<file path="src/rtl/duo_ctrl_pkg.sv">
// Shared definitions for the two-tone colour generator sequencer.
//   DIV_W    : width of step-period register and prescaler
//   DEF_DIV  : reset value of the period register
//   ST_*     : encodings of the sequencer state output
//   cmd_e    : command decoded from the simultaneous command pulses
package duo_ctrl_pkg;

  localparam int          DIV_W    = 24;
  localparam int unsigned DEF_DIV  = 1_000_000;

  localparam logic [1:0] ST_IDLE  = 2'b00;
  localparam logic [1:0] ST_RUN   = 2'b01;
  localparam logic [1:0] ST_PAUSE = 2'b10;

  typedef enum logic [2:0] {
    CMD_NONE,
    CMD_STOP,
    CMD_PAUSE,
    CMD_RUN,
    CMD_STEP
  } cmd_e;

  // Collapse simultaneous command pulses to the single one that takes effect.
  function automatic cmd_e cmd_decode(input logic stop, input logic pause,
                                      input logic run, input logic step);
    cmd_e c;
    if (stop)       c = CMD_STOP;
    else if (pause) c = CMD_PAUSE;
    else if (run)   c = CMD_RUN;
    else if (step)  c = CMD_STEP;
    else            c = CMD_NONE;
    return c;
  endfunction

endpackage

</file>
<file path="src/rtl/rr_arb2.sv">
// Two-way round-robin arbiter with last-served pointer.
//   clk, rst_n : clock, async active-low reset
//   req[1:0]   : requests for this cycle (already masked by the caller)
//   gnt[1:0]   : combinational one-hot grant; pointer advances on any grant
module rr_arb2 (
  input  logic       clk,
  input  logic       rst_n,
  input  logic [1:0] req,
  output logic [1:0] gnt
);

  // last_q = 1 means requester 1 was served last; reset so requester 0 wins first.
  logic last_q, last_d;

  always_comb begin
    gnt = 2'b00;
    unique case (req)
      2'b01:   gnt = 2'b01;
      2'b10:   gnt = 2'b10;
      2'b11:   gnt = last_q ? 2'b01 : 2'b10;
      default: gnt = 2'b00;
    endcase
  end

  always_comb begin
    last_d = last_q;
    if (gnt != 2'b00) last_d = gnt[1];
  end

  always_ff @(posedge clk or negedge rst_n) begin
    if (!rst_n) last_q <= 1'b1;
    else        last_q <= last_d;
  end

endmodule

</file>
<file path="src/rtl/duo_color_ctrl.sv">
// Sequencer and sample arbiter for the shared two-tone colour generator.
// Optional feature macro: DUO_STEP_COUNT_EN (step counter; tied to zero when undefined).
//   clk, rst_n          : clock, async active-low reset
//   cfg_we, cfg_div     : load step period (minus one), clears prescaler
//   cmd_stop/pause/run/step : command pulses, priority stop > pause > run > step
//   duo_in[7:0]         : colour pair from the generator
//   step_en             : one-cycle step enable to the generator
//   req[1:0] / ack[1:0] : consumer sample requests / one-cycle grants
//   sample[7:0]         : duo_in captured for the acked consumer
//   state[1:0]          : IDLE=00, RUN=01, PAUSE=10
//   step_cnt[15:0]      : steps issued (zero without DUO_STEP_COUNT_EN)
//
// state | meaning
// IDLE  | no periodic steps, prescaler cleared; single steps allowed
// RUN   | prescaler counts, one step per period+1 cycles
// PAUSE | prescaler frozen; single steps allowed, resume keeps phase
module duo_color_ctrl #(
  parameter int          DIV_W   = duo_ctrl_pkg::DIV_W,
  parameter int unsigned DEF_DIV = duo_ctrl_pkg::DEF_DIV
) (
  input  logic             clk,
  input  logic             rst_n,
  input  logic             cfg_we,
  input  logic [DIV_W-1:0] cfg_div,
  input  logic             cmd_stop,
  input  logic             cmd_pause,
  input  logic             cmd_run,
  input  logic             cmd_step,
  input  logic [7:0]       duo_in,
  output logic             step_en,
  input  logic [1:0]       req,
  output logic [1:0]       ack,
  output logic [7:0]       sample,
  output logic [1:0]       state,
  output logic [15:0]      step_cnt
);

  import duo_ctrl_pkg::*;

  cmd_e             cmd;
  logic [1:0]       state_q, state_d;
  logic [DIV_W-1:0] presc_q, presc_d;
  logic [DIV_W-1:0] period_q, period_d;
  logic             step_en_q, step_en_d;
  logic [1:0]       ack_q;
  logic [1:0]       gnt;
  logic [7:0]       sample_q, sample_d;

  assign cmd = cmd_decode(cmd_stop, cmd_pause, cmd_run, cmd_step);

  // State register
  always_ff @(posedge clk or negedge rst_n) begin
    if (!rst_n) state_q <= ST_IDLE;
    else        state_q <= state_d;
  end

  // Next-state logic
  always_comb begin
    state_d = state_q;
    unique case (cmd)
      CMD_STOP:  state_d = ST_IDLE;
      CMD_PAUSE: if (state_q == ST_RUN) state_d = ST_PAUSE;
      CMD_RUN:   if (state_q != ST_RUN) state_d = ST_RUN;
      default:   state_d = state_q;
    endcase
    if (state_q != ST_IDLE && state_q != ST_RUN && state_q != ST_PAUSE)
      state_d = ST_IDLE;
  end

  // Output / datapath logic: prescaler, period register, step pulse
  always_comb begin
    presc_d   = presc_q;
    period_d  = period_q;
    step_en_d = 1'b0;

    unique case (state_q)
      ST_RUN: begin
        // A pause freezes the count on the very edge it is taken.
        if (cmd != CMD_STOP && cmd != CMD_PAUSE) begin
          if (presc_q >= period_q) begin
            presc_d   = '0;
            step_en_d = 1'b1;
          end else begin
            presc_d = presc_q + DIV_W'(1);
          end
        end
      end
      ST_IDLE: begin
        if (cmd == CMD_RUN)  presc_d   = '0;
        if (cmd == CMD_STEP) step_en_d = 1'b1;
      end
      ST_PAUSE: begin
        if (cmd == CMD_STEP) step_en_d = 1'b1;
      end
      default: presc_d = '0;
    endcase

    if (cmd == CMD_STOP) begin
      presc_d   = '0;
      step_en_d = 1'b0;
    end

    // Reprogramming restarts the period cleanly and suppresses any step on that edge.
    if (cfg_we) begin
      period_d  = cfg_div;
      presc_d   = '0;
      step_en_d = 1'b0;
    end
  end

  always_ff @(posedge clk or negedge rst_n) begin
    if (!rst_n) begin
      presc_q   <= '0;
      period_q  <= DIV_W'(DEF_DIV);
      step_en_q <= 1'b0;
    end else begin
      presc_q   <= presc_d;
      period_q  <= period_d;
      step_en_q <= step_en_d;
    end
  end

  // A requester whose ack is currently high is masked so a held req is not
  // granted back-to-back; it re-enters arbitration the following cycle.
  rr_arb2 u_arb (
    .clk   (clk),
    .rst_n (rst_n),
    .req   (req & ~ack_q),
    .gnt   (gnt)
  );

  // duo_in only moves on the edge after step_en, so this capture is never torn.
  always_comb begin
    sample_d = sample_q;
    if (gnt != 2'b00) sample_d = duo_in;
  end

  always_ff @(posedge clk or negedge rst_n) begin
    if (!rst_n) begin
      ack_q    <= 2'b00;
      sample_q <= 8'h00;
    end else begin
      ack_q    <= gnt;
      sample_q <= sample_d;
    end
  end

`ifdef DUO_STEP_COUNT_EN
  logic [15:0] step_cnt_q, step_cnt_d;

  // Counted from step_en_d so the count moves in lockstep with the pulse.
  always_comb begin
    step_cnt_d = step_cnt_q;
    if (cmd == CMD_STOP)  step_cnt_d = 16'h0000;
    else if (step_en_d)   step_cnt_d = step_cnt_q + 16'd1;
  end

  always_ff @(posedge clk or negedge rst_n) begin
    if (!rst_n) step_cnt_q <= 16'h0000;
    else        step_cnt_q <= step_cnt_d;
  end

  assign step_cnt = step_cnt_q;
`else
  assign step_cnt = 16'h0000;
`endif

  assign state   = state_q;
  assign step_en = step_en_q;
  assign ack     = ack_q;
  assign sample  = sample_q;

endmodule

</file>
<file path="config.mk">
export PLATFORM = sky130hd
export DESIGN_NAME = duo_color_ctrl
export DESIGN_NICKNAME = d
export VERILOG_FILES = /design/src/rtl/duo_ctrl_pkg.sv /design/src/rtl/rr_arb2.sv /design/src/rtl/duo_color_ctrl.sv
export SDC_FILE = /design/constraint.sdc
export NUM_CORES = 1
export LEC_CHECK = 0
export ABC_AREA = 1
export ABC_CLOCK_PERIOD_IN_PS = 1740
export CAP_MARGIN = 5
export CORE_MARGIN = 10
export CORE_UTILIZATION = 28
export CTS_CLUSTER_SIZE = 40
export DETAILED_ROUTE_END_ITERATION = 10
export GPL_TIMING_DRIVEN = 0
export SETUP_SLACK_MARGIN = 0.05
export SLEW_MARGIN = 30
export SYNTH_ARGS = -nofsm -noshare
export SYNTH_HDL_FRONTEND = slang
export SYNTH_HIERARCHICAL = 1
export SYNTH_SLANG_ARGS = --single-unit
</file>
<file path="constraint.sdc">
create_clock -name clk -period 1.74 [get_ports clk]
set_input_delay 0.261 -clock clk [delete_from_list [all_inputs] [get_ports clk]]
set_output_delay 0.261 -clock clk [all_outputs]
set_load 0.05 [all_outputs]
</file>
; Word level (Yosys, flattened, before mapping)
; Index checks and enable logic that the tools add are counted.
[totals]
in_bits = 41
n_memories = 0
ff_bits = 62
latch_bits = 0
rom_bits = 0
output_inout_bits = 29
ramBits = 0
[classes]
n_mul = 0
eq_ne = 18
bitwise_logic = 2
add_sub_neg = 1
n_lt_le_gt_ge = 1
shifts = 0
muxes = 22
reduce_logical = 10
div_mod_pow = 0
[op_table]
columns = op, count
row1 = $mux 24, 5
row2 = $pmux 24 s3, 1
row3 = $add 24x1->24 const B, 1
row4 = $ge 24x24->1, 1
row5 = $mux 3, 4
row6 = $pmux 2 s3, 2
row7 = $ne 3x3->1 const B, 3
row8 = $mux 2, 4
row9 = $eq 2x2->1 const B, 3
row10 = $eq 3x2->1 const B, 2
row11 = $reduce_and 3->1, 2
row12 = $mux 1, 5
row13 = $eq 2x1->1 const B, 2
row14 = $ne 4x2->1 const B, 1
row15 = $ne 4x4->1 const B, 1
row16 = $reduce_bool 2->1, 2
row17 = $reduce_bool 4->1, 1
row18 = $eq 3x1->1 const B, 1
row19 = $eq 3x3->1 const B, 1
row20 = $logic_and 1x1->1, 3
row21 = $ne 3x1->1 const B, 1
row22 = $ne 3x2->1 const B, 1
row23 = $and 2x2->2, 1
row24 = $logic_not 2->1, 1
row25 = 5 further kinds, 5

; Longest topological paths before layout
[depth]
depth_word = 10
mapped_depth = 15
ltp_nobuf = 14

; Modules after synthesis
; The synthesis kept the hierarchy.
[modules_own_cells]
columns = mod, seq_area_each_um2, cells_per_inst, area_each_um2, instances
row1 = duo_color_ctrl, 1535.2, 463, 3723.6, 1
row2 = rr_arb2, 26.3, 11, 66.3, 1

; Least setup slack after synthesis
; OpenSTA, ideal clock, no wires.
[synth_path]
kind = register -> register
start = reg ack_q[1], in the netlist ack[1]
end = reg sample_q[0], in the netlist sample[0]
n_path_buf = 0
setup_time_ns = 0.125
slack_ns = -0.079
synth_period_minus_slack_ns = 1.819
t_arrival_ns = 1.695
path_stages_with_launch = 7
path_cell_list = dfrtp_1 nor2_1 inv_1 nand2_1 nand2_1 nor2_1 mux2_2
[synth_between]
elab_chain_len = 5
elab_cells_between_ends = 7
[synth_rtl]
columns = item, line_no
row1 = "start, declared", duo_color_ctrl.sv:45  ; logic [1:0] ack_q;
row2 = "start signal, assigned", duo_color_ctrl.sv:143  ; ack_q <= gnt;
row3 = $not 2->2 *, duo_color_ctrl.sv:128  ; .req (req & ~ack_q),
row4 = $and 2x2->2 *, duo_color_ctrl.sv:128
row5 = $eq 2x2->1 / $eq 2x1->1 (equally long branches), rr_arb2.sv:17  ; unique case (req)
row6 = $pmux 2 s3 *, rr_arb2.sv:17
row7 = net gnt[0], duo_color_ctrl.sv:46  ; logic [1:0] gnt;
row8 = $reduce_bool 2->1 *, duo_color_ctrl.sv:135  ; if (gnt != 2'b00) sample_d = duo_in;
row9 = "end signal, assigned", duo_color_ctrl.sv:144  ; sample_q <= sample_d;
row10 = "end, declared", duo_color_ctrl.sv:47  ; logic [7:0] sample_q, sample_d;
; Mark *: on every way through the listed nets, which the timed path passes. The rest lies on a longest branch.
; A chain may end at the register's enable or synchronous reset.

; Final worst setup path
[layout_path]
start = reg period_q[6]
end = reg presc_q[22]
[layout_between]
elab_chain_len = 6
[layout_rtl]
columns = item, line_no
row1 = "start, declared", duo_color_ctrl.sv:43  ; logic [DIV_W-1:0] period_q, period_d;
row2 = "start signal, assigned", duo_color_ctrl.sv:114  ; period_q <= DIV_W'(DEF_DIV);
row3 = "start signal, assigned", duo_color_ctrl.sv:118  ; period_q <= period_d;
row4 = $ge 24x24->1, duo_color_ctrl.sv:80  ; if (presc_q >= period_q) begin
row5 = $mux 24, duo_color_ctrl.sv:80
row6 = $mux 24, duo_color_ctrl.sv:79  ; if (cmd != CMD_STOP && cmd != CMD_PAUSE) begin
row7 = $pmux 24 s3, duo_color_ctrl.sv:76  ; unique case (state_q)
row8 = $mux 24, duo_color_ctrl.sv:98  ; if (cmd == CMD_STOP) begin
row9 = $mux 24, duo_color_ctrl.sv:104  ; if (cfg_we) begin
row10 = "end signal, assigned", duo_color_ctrl.sv:117  ; presc_q <= presc_d;
row11 = "end, declared", duo_color_ctrl.sv:42  ; logic [DIV_W-1:0] presc_q, presc_d;
; Every way passes these cells. The select of a mux whose other input is x is not followed.

==> metrics.md <==
| Metric | Value |
|---|---|
| Status | finished with violations |
| Failing checks | negative setup slack |
| Wire per inst | 13.1 um |
| Final min period | 1.89 ns |
| WP buf/inv | 3 |
| Post-Synth Adder-Cell Area | 0.0825 |
| Rel. slew slack | 0.654 |
| Depth of the CTS H-tree | 3 |
| Worst setup EP type | register |
| Core ar. | 0.0132 mm2 |
| Initial antenna violation count | 0 |
| Area grow syn2layout | 40.8% |
| Die area | 0.0186 mm2 |
| CTS buffer count | 9 |
| Number of synthesized flops with an enable pin | 0 |
| Starting Density | 0.286 |
| Share of cells above drive strength 1 | 0.285 |
| Worst reg-to-reg setup slack | -0.15 ns |
| RSZ-0062 raised after global routing | yes |
| Simple-Gate Fraction of Synth Area | 0.272 |
| Chip height | 136 um |
| Mapped Area | 0.00379 mm2 |
| CTS tree | built |
| Post-DP HPWL | 7.47 mm |
| DR DRC count | 0 |
| Crit-path max FO | 6 |
| I/O pins | 70 |
| Kind of critical path | register to register |
| Slew @ Worst Pin | 0.521 ns |
| CP startpoint kind | register |
| Filler instances | 1392 |
| Primary FF master, synth | dfrtp_1 |
| Slowest-stage cell, CP | dfstp_2 |
| Yosys reg bits | 62 |
| Vias/cell | 4.44 |
| Xor-xnor portion of the synthesized cell area | 0.0208 |
| DRT Wirelength | 9.85 mm |
| Pins over their slew limit | 0 |
| Layout Nets | 636 |
| Final core utilization | 0.403 |
| DR pass1 iterations | 4 |
| Largest net degree at the start of global routing | 40 |
| Leak Pwr | 0.00247 uW |
| CTS Buffer Depth | 2 |
| RD Place Congestion | 0.911 |
| Sequential area share after synthesis | 0.412 |
| Iter 0 DRT Violations | 127 |
| Avg Cell Area, Syn | 8.00 um2 |
| CP required | 2.00 ns |
| First-pass GRT wire length | 16.3 mm |
| Synth warn | 6 |
| Period utilization | 1.09 |
| Sum of negative setup slack | -3.30 ns |
| CTS Root Cell | clkbuf_16 |
| Top cells by area, synth | dfrtp_1 (36%), nand2_1 (11%), ha_1 (8.3%) |
| PnR worst setup slack | -0.154 ns |
| GR Overflow Total | 0 |
| Proportion of synthesized area in mux cells | 0.0238 |
| Vias in the first global route | 3433 |
| Synth Area in Compound Gates | 0.0693 |
| Clock Skew | 0.00671 ns |
| Buffers on Ports | 53 |
| Final Setup Violations | 25 |
| Yosys top cell area share | 0.357 |
| Fmax | 0.528 GHz |
| Synth top cells by count | nand2_1 (107), inv_1 (69), nor2_1 (55) |
| Crit-path cells | inv_1 > ha_4 > nand2_2 > nor2_2 > nand2_1 > nand2_1 > nor2_2 > nand2_1 > nand2_2 > nand3_2 > nand2_2 > clkinv_4 > buf_4 > nor2_2 |
| Worst EP arrival | 2.16 ns |
| Ys async rst share | 1.00 |
| Most numerous cell in the Yosys netlist | nand2_1 |
| PD cells | 804 mW/mm2 |
| Post-route antenna net violation count | 0 |
| N_diodes | 0 |
| Max stage delay on crit path | 0.52 ns |
| Worst-path clk slew | 0.05 ns |
| Final hold violations | 0 |
| Cell Area, Placed | 0.00466 mm2 |
| Distinct cell type count after synthesis | 33 |
| Max-cap violations | 0 |
| Via Count | 3332 |
| Maximum vdd drop | 0.410 mV |
| Core Rows | 42 |
| Clock sink count | 62 |
| Synth Instances | 474 |
| Die Span X | 136 um |
| GRT Overall Usage | 0.108 |
| Clock latency on the worst-skew pair | 0.33 ns |
| Design area | 0.00534 mm2 |
| Worst min path class | primary input to asynchronous set/reset pin |
| Family with the most delay on the worst path | simple AND/OR/NAND/NOR gates |
| Leading area contributor after synthesis | dfrtp_1 |
| Largest family of logic cells by synthesized area | simple AND/OR/NAND/NOR gates |
-- sequential cells by signal, summed over array words and instances, names as in the netlist --
| signal | count |
|---|---|
| period_q | 24 |
| presc_q | 24 |
| sample | 8 |
| ack | 2 |
| state | 2 |
| step_en | 1 |
| u_arb/last_q | 1 |
-- what timing repair did --
item | in CTS | in global routing
pin swaps | 12 | 17
buffers inserted | 4 | 9
cloned | 2 | 0
hold buffers | 1 | 0
endpoints found under the hold margin | 18 | 0
resized for setup | 33 | 62
setup endpoints to repair | 40 | 40
-- power by group --
part	switching, uW	internal [uW]	leakage, uW
Sequential	56.0	1580	0.000777
Combinational	649	359	0.00156
Clock	677	964	0.000136
-- layout make-up --
| class | count | area (um2) | area share |
|---|---|---|---|
| Tap cell | 176 | 220 | 0.0413 |
| Multi-Input combinational cell | 329 | 2140 | 0.401 |
| Inverter | 73 | 279 | 0.0523 |
| Clock inverter | 7 | 48.8 | 0.00914 |
| Buffer | 25 | 195 | 0.0366 |
| Sequential cell | 62 | 1570 | 0.294 |
| Clock buffer | 9 | 225 | 0.0422 |
| Timing Repair Buffer | 70 | 662 | 0.124 |
-- cells by family after synthesis --
kind of cell             Yosys count
XOR/XNOR                           9
multiplexers                       8
AND/OR/NAND/NOR                  222
flip-flops                        62
other                              1
adder cells (fa/ha/maj)           25
AO/OA/AOI/OAI                     49
buffers and inverters             98
-- path summary, 6_finish.rpt --
check                                 start           end  depth (start not counted)
worst max-delay path            period_q[6]   presc_q[22]                         14
worst min-delay path                  rst_n  period_q[10]                          2
worst max register to register  period_q[6]   presc_q[22]                         14
worst min register to register  period_q[0]   period_q[0]                          2
max in group asynchronous             rst_n  u_arb/last_q                          3
min in group clk                cfg_div[18]  period_q[18]                          3
-- per-stage QoR --
| stage | setup slack, ns | hold slack (ns) | instances | power [uW] |
|---|---|---|---|---|
| detailed placement | -0.321 | 0.187 | 719 | 2640 |
| global placement | -1.95 | 0.465 | 718 | 2610 |
| CTS | -0.176 | 0.396 | 742 | 4280 |
| finish | -0.154 | 0.383 | 751 | 4290 |
| floorplan | 0.0203 | -0.0346 | 489 | 2280 |
| global route | -0.250 | 0.415 | 751 | 4510 |
-- cell usage in the layout (no fill, tap or decap), types with 3 or more instances in the layout --
cell / Yosys / layout
nor2_2: 4 / 20
buf_4: 18 / 30
nand3_1: 19 / 17
clkbuf_16: 0 / 9
nor3_4: 2 / 3
nor3_1: 6 / 5
inv_1: 69 / 59
nand2_2: 7 / 17
clkdlybuf4s50_1: 0 / 39
dlygate4sd2_1: 0 / 13
ha_1: 25 / 15
clkinv_4: 0 / 3
nand4_1: 11 / 11
nand3_2: 2 / 3
dfrtp_2: 0 / 5
clkinv_2: 0 / 3
inv_2: 4 / 13
o21ai_0: 32 / 32
nand2_1: 107 / 96
clkbuf_2: 0 / 3
ha_4: 0 / 10
dfstp_2: 8 / 8
dfrtp_1: 54 / 49
conb_1: 1 / 16
xor2_1: 6 / 6
buf_6: 2 / 4
nor2_1: 55 / 31
a21oi_1: 11 / 8
mux2_2: 8 / 8
nor2_4: 3 / 11
xnor2_1: 3 / 3
-- routing by layer --
layer | vias to the layer above | track usage | routed length (um) | part of all wire
li1 | 1667 | - | - | -
met1 | 1595 | 0.126 | 4190 | 0.42
met2 | 60 | 0.185 | 5040 | 0.51
met3 | 10 | 0.0343 | 519 | 0.053
met4 | 0 | 0.0349 | 106 | 0.011
met5 | - | 0 | 0 | 0
Note: power is estimated with default switching activity, not from simulation.
